$ cat src/rtl/seq_core_pkg.sv
// Shared definitions for the seq_core sequencer: instruction field positions, opcodes,
// FSM state type and register-file geometry.
package seq_core_pkg;

  localparam int unsigned REG_W = 16;
  localparam int unsigned NREG  = 4;

  localparam int unsigned IMM_MSB = 23;
  localparam int unsigned IMM_LSB = 8;
  localparam int unsigned S_BIT   = 7;
  localparam int unsigned A_MSB   = 6;
  localparam int unsigned A_LSB   = 5;
  localparam int unsigned B_MSB   = 4;
  localparam int unsigned B_LSB   = 3;
  localparam int unsigned OP_BIT  = 2;
  localparam int unsigned O_MSB   = 1;
  localparam int unsigned O_LSB   = 0;

  localparam logic OP_ADD = 1'b1;
  localparam logic OP_MOV = 1'b0;

  typedef enum logic [1:0] {
    StIdle,
    StFetch,
    StExec,
    StHalt
  } seq_state_t;

endpackage

$ cat src/rtl/seq_regfile.sv
// 4x16 register file: operand A, operand B and debug read ports (combinational),
// one synchronous write port, asynchronous active-low reset.
module seq_regfile
  import seq_core_pkg::*;
(
  input  logic             i_clk,
  input  logic             i_rst_n,
  input  logic [1:0]       i_ra_sel,
  output logic [REG_W-1:0] o_ra_data,
  input  logic [1:0]       i_rb_sel,
  output logic [REG_W-1:0] o_rb_data,
  input  logic [1:0]       i_dbg_sel,
  output logic [REG_W-1:0] o_dbg_data,
  input  logic             i_we,
  input  logic [1:0]       i_wsel,
  input  logic [REG_W-1:0] i_wdata
);

  logic [REG_W-1:0] r_regs [NREG];

  always_ff @(posedge i_clk or negedge i_rst_n) begin
    if (!i_rst_n) begin
      for (int i = 0; i < NREG; i++) begin
        r_regs[i] <= '0;
      end
    end else if (i_we) begin
      r_regs[i_wsel] <= i_wdata;
    end
  end

  // Reads return the pre-write value, so o == a uses the old register contents.
  assign o_ra_data  = r_regs[i_ra_sel];
  assign o_rb_data  = r_regs[i_rb_sel];
  assign o_dbg_data = r_regs[i_dbg_sel];

endmodule

$ cat src/rtl/seq_core.sv
// Two-cycle FETCH/EXEC sequencer over a combinational instruction ROM.
// Define SEQ_CORE_RETIRE_CNT_EN to add the saturating o_retired counter port.
module seq_core
  import seq_core_pkg::*;
#(
  parameter int unsigned PROG_LEN = 23
) (
  input  logic             i_clk,
  input  logic             i_rst_n,
  input  logic             i_run,
  output logic [7:0]       o_iaddr,
  input  logic [23:0]      i_idata,
  input  logic [1:0]       i_dbg_sel,
  output logic [REG_W-1:0] o_dbg_data,
  output logic             o_wb_valid,
  output logic             o_halted
`ifdef SEQ_CORE_RETIRE_CNT_EN
  ,
  output logic [15:0]      o_retired
`endif
);

  localparam logic [7:0] LAST_PC = 8'(PROG_LEN - 1);

  seq_state_t r_state, w_state_d;
  logic [7:0]  r_pc, w_pc_d;
  logic [23:0] r_ir, w_ir_d;
  logic        w_we;

  logic [REG_W-1:0] w_ra_data, w_rb_data, w_opb, w_wdata;

  always_ff @(posedge i_clk or negedge i_rst_n) begin
    if (!i_rst_n) begin
      r_state <= StIdle;
      r_pc    <= '0;
      r_ir    <= '0;
    end else begin
      r_state <= w_state_d;
      r_pc    <= w_pc_d;
      r_ir    <= w_ir_d;
    end
  end

  always_comb begin
    w_state_d = r_state;
    w_pc_d    = r_pc;
    w_ir_d    = r_ir;
    w_we      = 1'b0;
    unique case (r_state)
      StIdle:  w_state_d = StFetch;
      StFetch: begin
        if (i_run) begin
          w_ir_d    = i_idata;
          w_state_d = StExec;
        end
      end
      StExec: begin
        w_we      = 1'b1;
        w_pc_d    = r_pc + 8'd1;
        w_state_d = (r_pc == LAST_PC) ? StHalt : StFetch;
      end
      StHalt:  w_state_d = StHalt;
      default: w_state_d = StIdle;
    endcase
  end

  assign w_opb = r_ir[S_BIT] ? r_ir[IMM_MSB:IMM_LSB] : w_rb_data;

  always_comb begin
    w_wdata = w_ra_data;
    unique case (r_ir[OP_BIT])
      OP_ADD: w_wdata = w_ra_data + w_opb;
      OP_MOV: w_wdata = w_ra_data;
      default: w_wdata = w_ra_data;
    endcase
  end

  seq_regfile u_regfile (
    .i_clk      (i_clk),
    .i_rst_n    (i_rst_n),
    .i_ra_sel   (r_ir[A_MSB:A_LSB]),
    .o_ra_data  (w_ra_data),
    .i_rb_sel   (r_ir[B_MSB:B_LSB]),
    .o_rb_data  (w_rb_data),
    .i_dbg_sel  (i_dbg_sel),
    .o_dbg_data (o_dbg_data),
    .i_we       (w_we),
    .i_wsel     (r_ir[O_MSB:O_LSB]),
    .i_wdata    (w_wdata)
  );

  assign o_iaddr    = r_pc;
  assign o_wb_valid = w_we;
  assign o_halted   = (r_state == StHalt);

`ifdef SEQ_CORE_RETIRE_CNT_EN
  logic [15:0] r_retired;

  always_ff @(posedge i_clk or negedge i_rst_n) begin
    if (!i_rst_n) begin
      r_retired <= '0;
    end else if (w_we && (r_retired != 16'hFFFF)) begin
      r_retired <= r_retired + 16'd1;
    end
  end

  assign o_retired = r_retired;
`endif

endmodule

$ cat config.mk
export PLATFORM = sky130hd
export DESIGN_NAME = seq_core
export DESIGN_NICKNAME = d
export VERILOG_FILES = /design/src/rtl/seq_core_pkg.sv /design/src/rtl/seq_regfile.sv /design/src/rtl/seq_core.sv
export SDC_FILE = /design/constraint.sdc
export NUM_CORES = 1
export LEC_CHECK = 0
export CAP_MARGIN = 20
export CORE_UTILIZATION = 38
export CTS_BUF_LIST = sky130_fd_sc_hd__clkbuf_8
export CTS_CLUSTER_SIZE = 28
export DETAILED_ROUTE_END_ITERATION = 16
export GPL_TIMING_DRIVEN = 0
export PLACE_DENSITY = 0.63
export SYNTH_ARGS = -nofsm -noshare
export SYNTH_HDL_FRONTEND = slang
export SYNTH_SLANG_ARGS = --single-unit
$ cat constraint.sdc
create_clock -name i_clk -period 4.2 [get_ports i_clk]
set_input_delay 0.84 -clock i_clk [delete_from_list [all_inputs] [get_ports i_clk]]
set_output_delay 0.84 -clock i_clk [all_outputs]
set_load 0.01 [all_outputs]
# Word-level counts from Yosys, hierarchy flattened
# Cells that the tools add are included.
[op_classes] order_cmp=5 n_eq_ne=5 n_reduce_logical=3 add_sub_neg=2 n_bitwise=5 muxes=18
[ops] operator="two-way mux 16 bit" n=8
[ops] operator="binary-select mux 16 bit (select 2 bit)" n=3
[ops] operator="bitwise mux 64 bit" n=1
[ops] operator="demux 16 bit (select 2 bit)" n=1
[ops] operator="case mux 16 bit (2 select lines)" n=1
[ops] operator="adder 16 bit" n=1
[ops] operator=">= comparator 3 bit (second input constant)" n=4
[ops] operator="inverter 2 -> 3 bit" n=4
[ops] operator="adder 8 x 1 -> 8 bit (second input constant)" n=1
[ops] operator="equality test 8 x 5 -> 1 bit (second input constant)" n=1
[ops] operator="case mux 2 bit (4 select lines)" n=1
[ops] operator="equality test 2 bit (second input constant)" n=2
[ops] operator="two-way mux 2 bit" n=2
[ops] operator="< comparator 3 x 1 -> 1 bit (second input constant)" n=1
[ops] operator="equality test 2 x 1 -> 1 bit (second input constant)" n=1
[ops] operator="logical NOT 2 bit" n=1
[ops] operator="!= test 2 bit (second input constant)" n=1
[ops] operator="AND reduction 2 bit" n=1
[ops] operator="logical AND 1 bit" n=1
[ops] operator="two-way mux 1 bit" n=1
[ops] operator="inverter 1 bit" n=1
[word_totals] elab_cells=45 in_bits=29 out_inout_bits=26 reg_bits=98

# Depth between registers and ports, before layout
[depth] word_depth=8 depth_mapped=13 ltp_nobuf=12

# Modules after synthesis
# A second synthesis with hierarchy kept.
[hier_totals] cells_unflattened=432 hier_area_um2=6103.4
[modules_own_cells] mod="seq_regfile" instances=1 seq_area_each_um2=1601.5 cells_per_inst=196 area_per_inst_um2=3555.9
[modules_own_cells] mod="seq_core" instances=1 seq_area_each_um2=850.8 cells_per_inst=236 area_per_inst_um2=2547.4

# Worst setup path before layout
# OpenSTA, ideal clock, no wires.
[synth_path] kind="reg2reg" from="register r_ir[3]" to="register u_regfile.r_regs[46] in the netlist's numbering" path_slack_ns=0.895 setup_time_ns=0.133 arrival_time_ns=3.172 n_path_buf=2 t_required_ns=4.067 stages_incl_launch_ff=13 path_cell_list="dfrtp_1 > buf_6 > buf_2 > mux4_2 > mux2_2 > ha_1 > a21o_1 > a2111oi_2 > and2_1 > a21o_1 > nand3b_1 > a31oi_1 > o21ai_0"
[synth_between] elab_chain_len=8
[synth_rtl] element="start: declaration" line_no="seq_core.sv:27" text="logic [23:0] r_ir, w_ir_d;"
[synth_rtl] element="start signal: assignment" line_no="seq_core.sv:40" text="r_ir <= w_ir_d;"
[synth_rtl] element="inverter 2 -> 3 bit (implied by the code)" line_no="seq_regfile.sv:33" text="assign o_rb_data = r_regs[i_rb_sel];"
[synth_rtl] element="binary-select mux 16 bit (select 2 bit)" line_no="seq_regfile.sv:33"
[synth_rtl] element="two-way mux 16 bit (implied by the code) (2 in series)" line_no="seq_regfile.sv:33"
[synth_rtl] element="two-way mux 16 bit" line_no="seq_core.sv:67" text="assign w_opb = r_ir[S_BIT] ? r_ir[IMM_MSB:IMM_LSB] : w_rb_data;"
[synth_rtl] element="adder 16 bit" line_no="seq_core.sv:72" text="OP_ADD: w_wdata = w_ra_data + w_opb;"
[synth_rtl] element="case mux 16 bit (2 select lines)" line_no="seq_core.sv:71" text="unique case (r_ir[OP_BIT])"
[synth_rtl] element="bitwise mux 64 bit" line_no="seq_regfile.sv:27" text="r_regs[i_wsel] <= i_wdata;"
[synth_rtl] element="end signal: indexed assignment" line_no="seq_regfile.sv:27"
[synth_rtl] element="end: declaration" line_no="seq_regfile.sv:19" text="logic [REG_W-1:0] r_regs [NREG];"
# No other way between the ends. The select of a mux whose other input is x is not followed.
# A chain may end at the register's enable or synchronous reset.

# Worst setup path in the final report
[layout_path] from="register r_ir[3]" to="register u_regfile.r_regs[47] in the netlist's numbering"
# The elaborated chain is that of the path after synthesis.

==> results.md <==
* Worst R2R Start: r_ir[3]
* Critical path's slowest cell: mux4_2
* Initial DRT Pass Iterations at 4
* Vias at 4430
* Final Setup Violations at 0
* R2R Setup Slk at 0.39 ns
* Most common cell after layout, fill and taps aside: dfrtp_1
* Die Height at 127 um
* Cell-internal power at ~3.2 mW
* Vias per cell at 5.77
* CP startpoint kind: flop
* Syn-to-layout area delta at 16.5%
* Register area at 2450 um^2
* Nets at roughly 620
* CTS Buffer Depth at 2
* Mapped Avg Cell Area at between 10 and 15 um^2
* Tightest Pin Transition at 0.866 ns
* Cell count after synthesis at 512
* Global placement routability congestion at approximately 0.96
* Yosys warning total at 0
* RSZ-0062 raised after global routing: no
* Post-synth cell types at 51
* Largest net degree at the start of global routing at 59
* Slew Limit Fails at 0
* Area of the multi-input gates at ~3300 um^2
* Primary FF master, synth: dfrtp_1
* Kind of critical path: flop to flop
* Commonest non-fill, non-tap cells in the layout: dfrtp_1 (98), nand2_1 (60), o21ai_0 (57)
* Tot GR Track Use at 20.7%
* PD cells at 799 nW/um^2
* EDFF count, synth at 0
* FMAX at 0.262 GHz
* Status: finished clean
* Initial core utilization at 38.9%
* Register area share after synthesis at between 40% and 50%
* Slew Limit Headroom at 42.2%
* Clk pwr share at 11.5%
* Reg2reg end: u_regfile.r_regs[47]
* WL per Instance at approximately 20 um
* Layout Skew at 0.0166 ns
* Share of the synthesized area in the top cell type at between 40% and 50%
* Hold Path Class: primary input to asynchronous set/reset pin
* Synthesized net count at 559
* Sequential power share at 29.6%
* Mapped Area at slightly below 6000 um^2
* Crit-path max FO at 10
* Final min period at 3.81 ns
* Synth area leaders: dfrtp_1 (41%), mux4_2 (16%), mux2_2 (7.4%)
* Initial antenna violation count at 0
* Dpl cells at about 750
* Crit end category: flop
* Post-synth top area cell: dfrtp_1
* Vias in the first global route at approximately 4500
* Max_cap viols at 0
* # H-tree levels at 3
* I/O pin count at 55
* Fillers at 1391
* Total CTS buffers at 9
* Grt ovf at 0
* FF-to-FF path depth at 13
* CTS root buf: clkbuf_8
* Crit-path cells: buf_6 > buf_2 > mux4_2 > mux2i_1 > inv_1 > ha_1 > nand3_1 > a211oi_1 > nor2_1 > nor3_1 > nor4_2 > a2111oi_4 > a31oi_1
* Max stage delay on crit path at 0.55 ns
* Diode count at 0
* First-pass GRT wire length at 24900 um
* Non-filler cells, final at 768
* TritonCTS clock tree: yes
* Iter 0 DRT Violations at 265
* Cts hold-fix bufs at 0
* # DRC at 0
* Net load switching power at ~2.3 mW
* CORE AREA at 15200 um^2
* ANT nets after route at 0
* P_leak at between 2 and 3 nW
* Clock transition at path regs at around 0.09 ns
* CTS sink cnt at ~100
* Setup_tns at 0 ns
* PortBufs at 52
* Share of layout cells above drive strength 1 at between 10% and 20%
* Final WL at 15600 um
* Die Area at 16100 um^2
* Period utilisation layout at 90.7%
* Post-synth ARST share at 100%
* Num rows at 45
* #FFs+latches synth at a little under 100
* Critical Path AT at 4.04 ns
* Clk_lat worst skew at 0.38 ns
* Comb pwr share at 58.9%
* Hold Vio Cnt, Final at 0
* Final HPWL DP at 11200 um
* Width of the die at 127 um
* Tot Pwr at roughly 5.5 mW
* WP data required at 4.43 ns
* Max rail drop VDD at 280 uV
* Switching Fraction at 42.1%
==> what timing repair did <==
item / CTS / global route
hold endpoints to repair: 0 / 0
buffers inserted: 0 / 0
gates resized for setup: 0 / 2
endpoints found under the setup margin: 0 / 3
==> stage by stage <==
stage	utilization, %	hold slack (ns)	setup WS [ns]	area, um^2
6_report	45.3	0.430	0.389	6890
5_1_grt	45.3	0.468	0.119	6890
4_1_cts	45.3	0.455	0.194	6890
3_5_place_dp	44.0	0.493	0.227	6700
3_3_place_gp	43.9	0.490	-1.40	6670
2_1_floorplan	-	0.474	0.895	5920
==> synth_stat cells (5+ instances only) <==
library cell,n
inv_1,7
ha_1,17
dfrtp_1,98
xnor2_1,12
nor2_1,36
a21oi_1,26
clkbuf_1,20
mux4_2,43
mux2i_1,12
nand3_1,6
o21ai_0,57
mux2_2,39
nand2_1,60
a31oi_1,6
and2_1,6
mux4_1,5
nor3_1,5
==> worst max-delay path by stage <==
stage	cells after the start	slack, ns	startpoint	endpoint
6_report	13	0.39	r_ir[3]	u_regfile.r_regs[47]
4_1_cts	13	0.19	r_ir[4]	u_regfile.r_regs[47]
5_1_grt	13	0.12	r_ir[3]	u_regfile.r_regs[47]
3_5_place_dp	13	0.23	r_ir[4]	u_regfile.r_regs[47]
3_3_place_gp	1	-1.40	i_rst_n	o_iaddr[3]
2_1_floorplan	12	0.90	r_ir[3]	u_regfile.r_regs[46]
==> metal layers <==
| metal | track usage [%] | part of all wire, % | vias up |
|---|---|---|---|
| met2 | 33.0 | 47 | 157 |
| met1 | 27.8 | 44 | 2218 |
| met4 | 9.17 | 3.0 | 0 |
| li1 | - | - | 2020 |
| met3 | 3.75 | 5.7 | 35 |
| met5 | 0 | 0 | - |
==> flip-flops by register name, indices dropped and copies added (netlist names) <==
| name | cells |
|---|---|
| r_ir | 24 |
| u_regfile.r_regs | 64 |
| r_state | 2 |
| o_iaddr | 8 |
==> layout make-up <==
cell class | instances | share of cell area [%]
multi-input combinational | 376 | 47.9
sequential | 98 | 35.6
timing repair buffer | 53 | 7.92
tap | 188 | 3.41
clock buffer | 11 | 2.20
buffer | 29 | 1.91
clock inverter | 5 | 0.672
inverter | 8 | 0.436
==> critical path: cells and delay by family, from the launching register on <==
family / cells / cell delay [ns]
adders and majority gates: 1 / 0.28
muxes: 2 / 0.85
DFF: 1 / 0.35
buffers and inverters: 3 / 0.66
and+or+nand+nor: 4 / 0.77
AOI/OAI and AO/OA: 3 / 0.73
==> power groups by stage <==
stage,combinational [mW],sequential (mW),clock (mW)
2_1_floorplan,2.44,1.54,0
3_3_place_gp,3.16,1.61,0
3_5_place_dp,3.24,1.65,0
4_1_cts,3.26,1.63,0.647
5_1_grt,3.55,1.69,0.686
6_report,3.25,1.63,0.634
==> kinds of logic (layout without fill, tap and decap cells) <==
| kind of cell | Yosys count | in the layout | share of synthesized area (%) |
|---|---|---|---|
| xor gates and xnor gates | 16 | 16 | 2.37 |
| muxes | 100 | 100 | 28.4 |
| buffers and inverters | 38 | 106 | 2.77 |
| AOI/OAI and AO/OA | 110 | 110 | 11.0 |
| adders and majority gates | 18 | 18 | 3.93 |
| DFF | 98 | 98 | 41.5 |
| and+or+nand+nor | 132 | 132 | 10.0 |
Power figures use the tool's default switching activity.
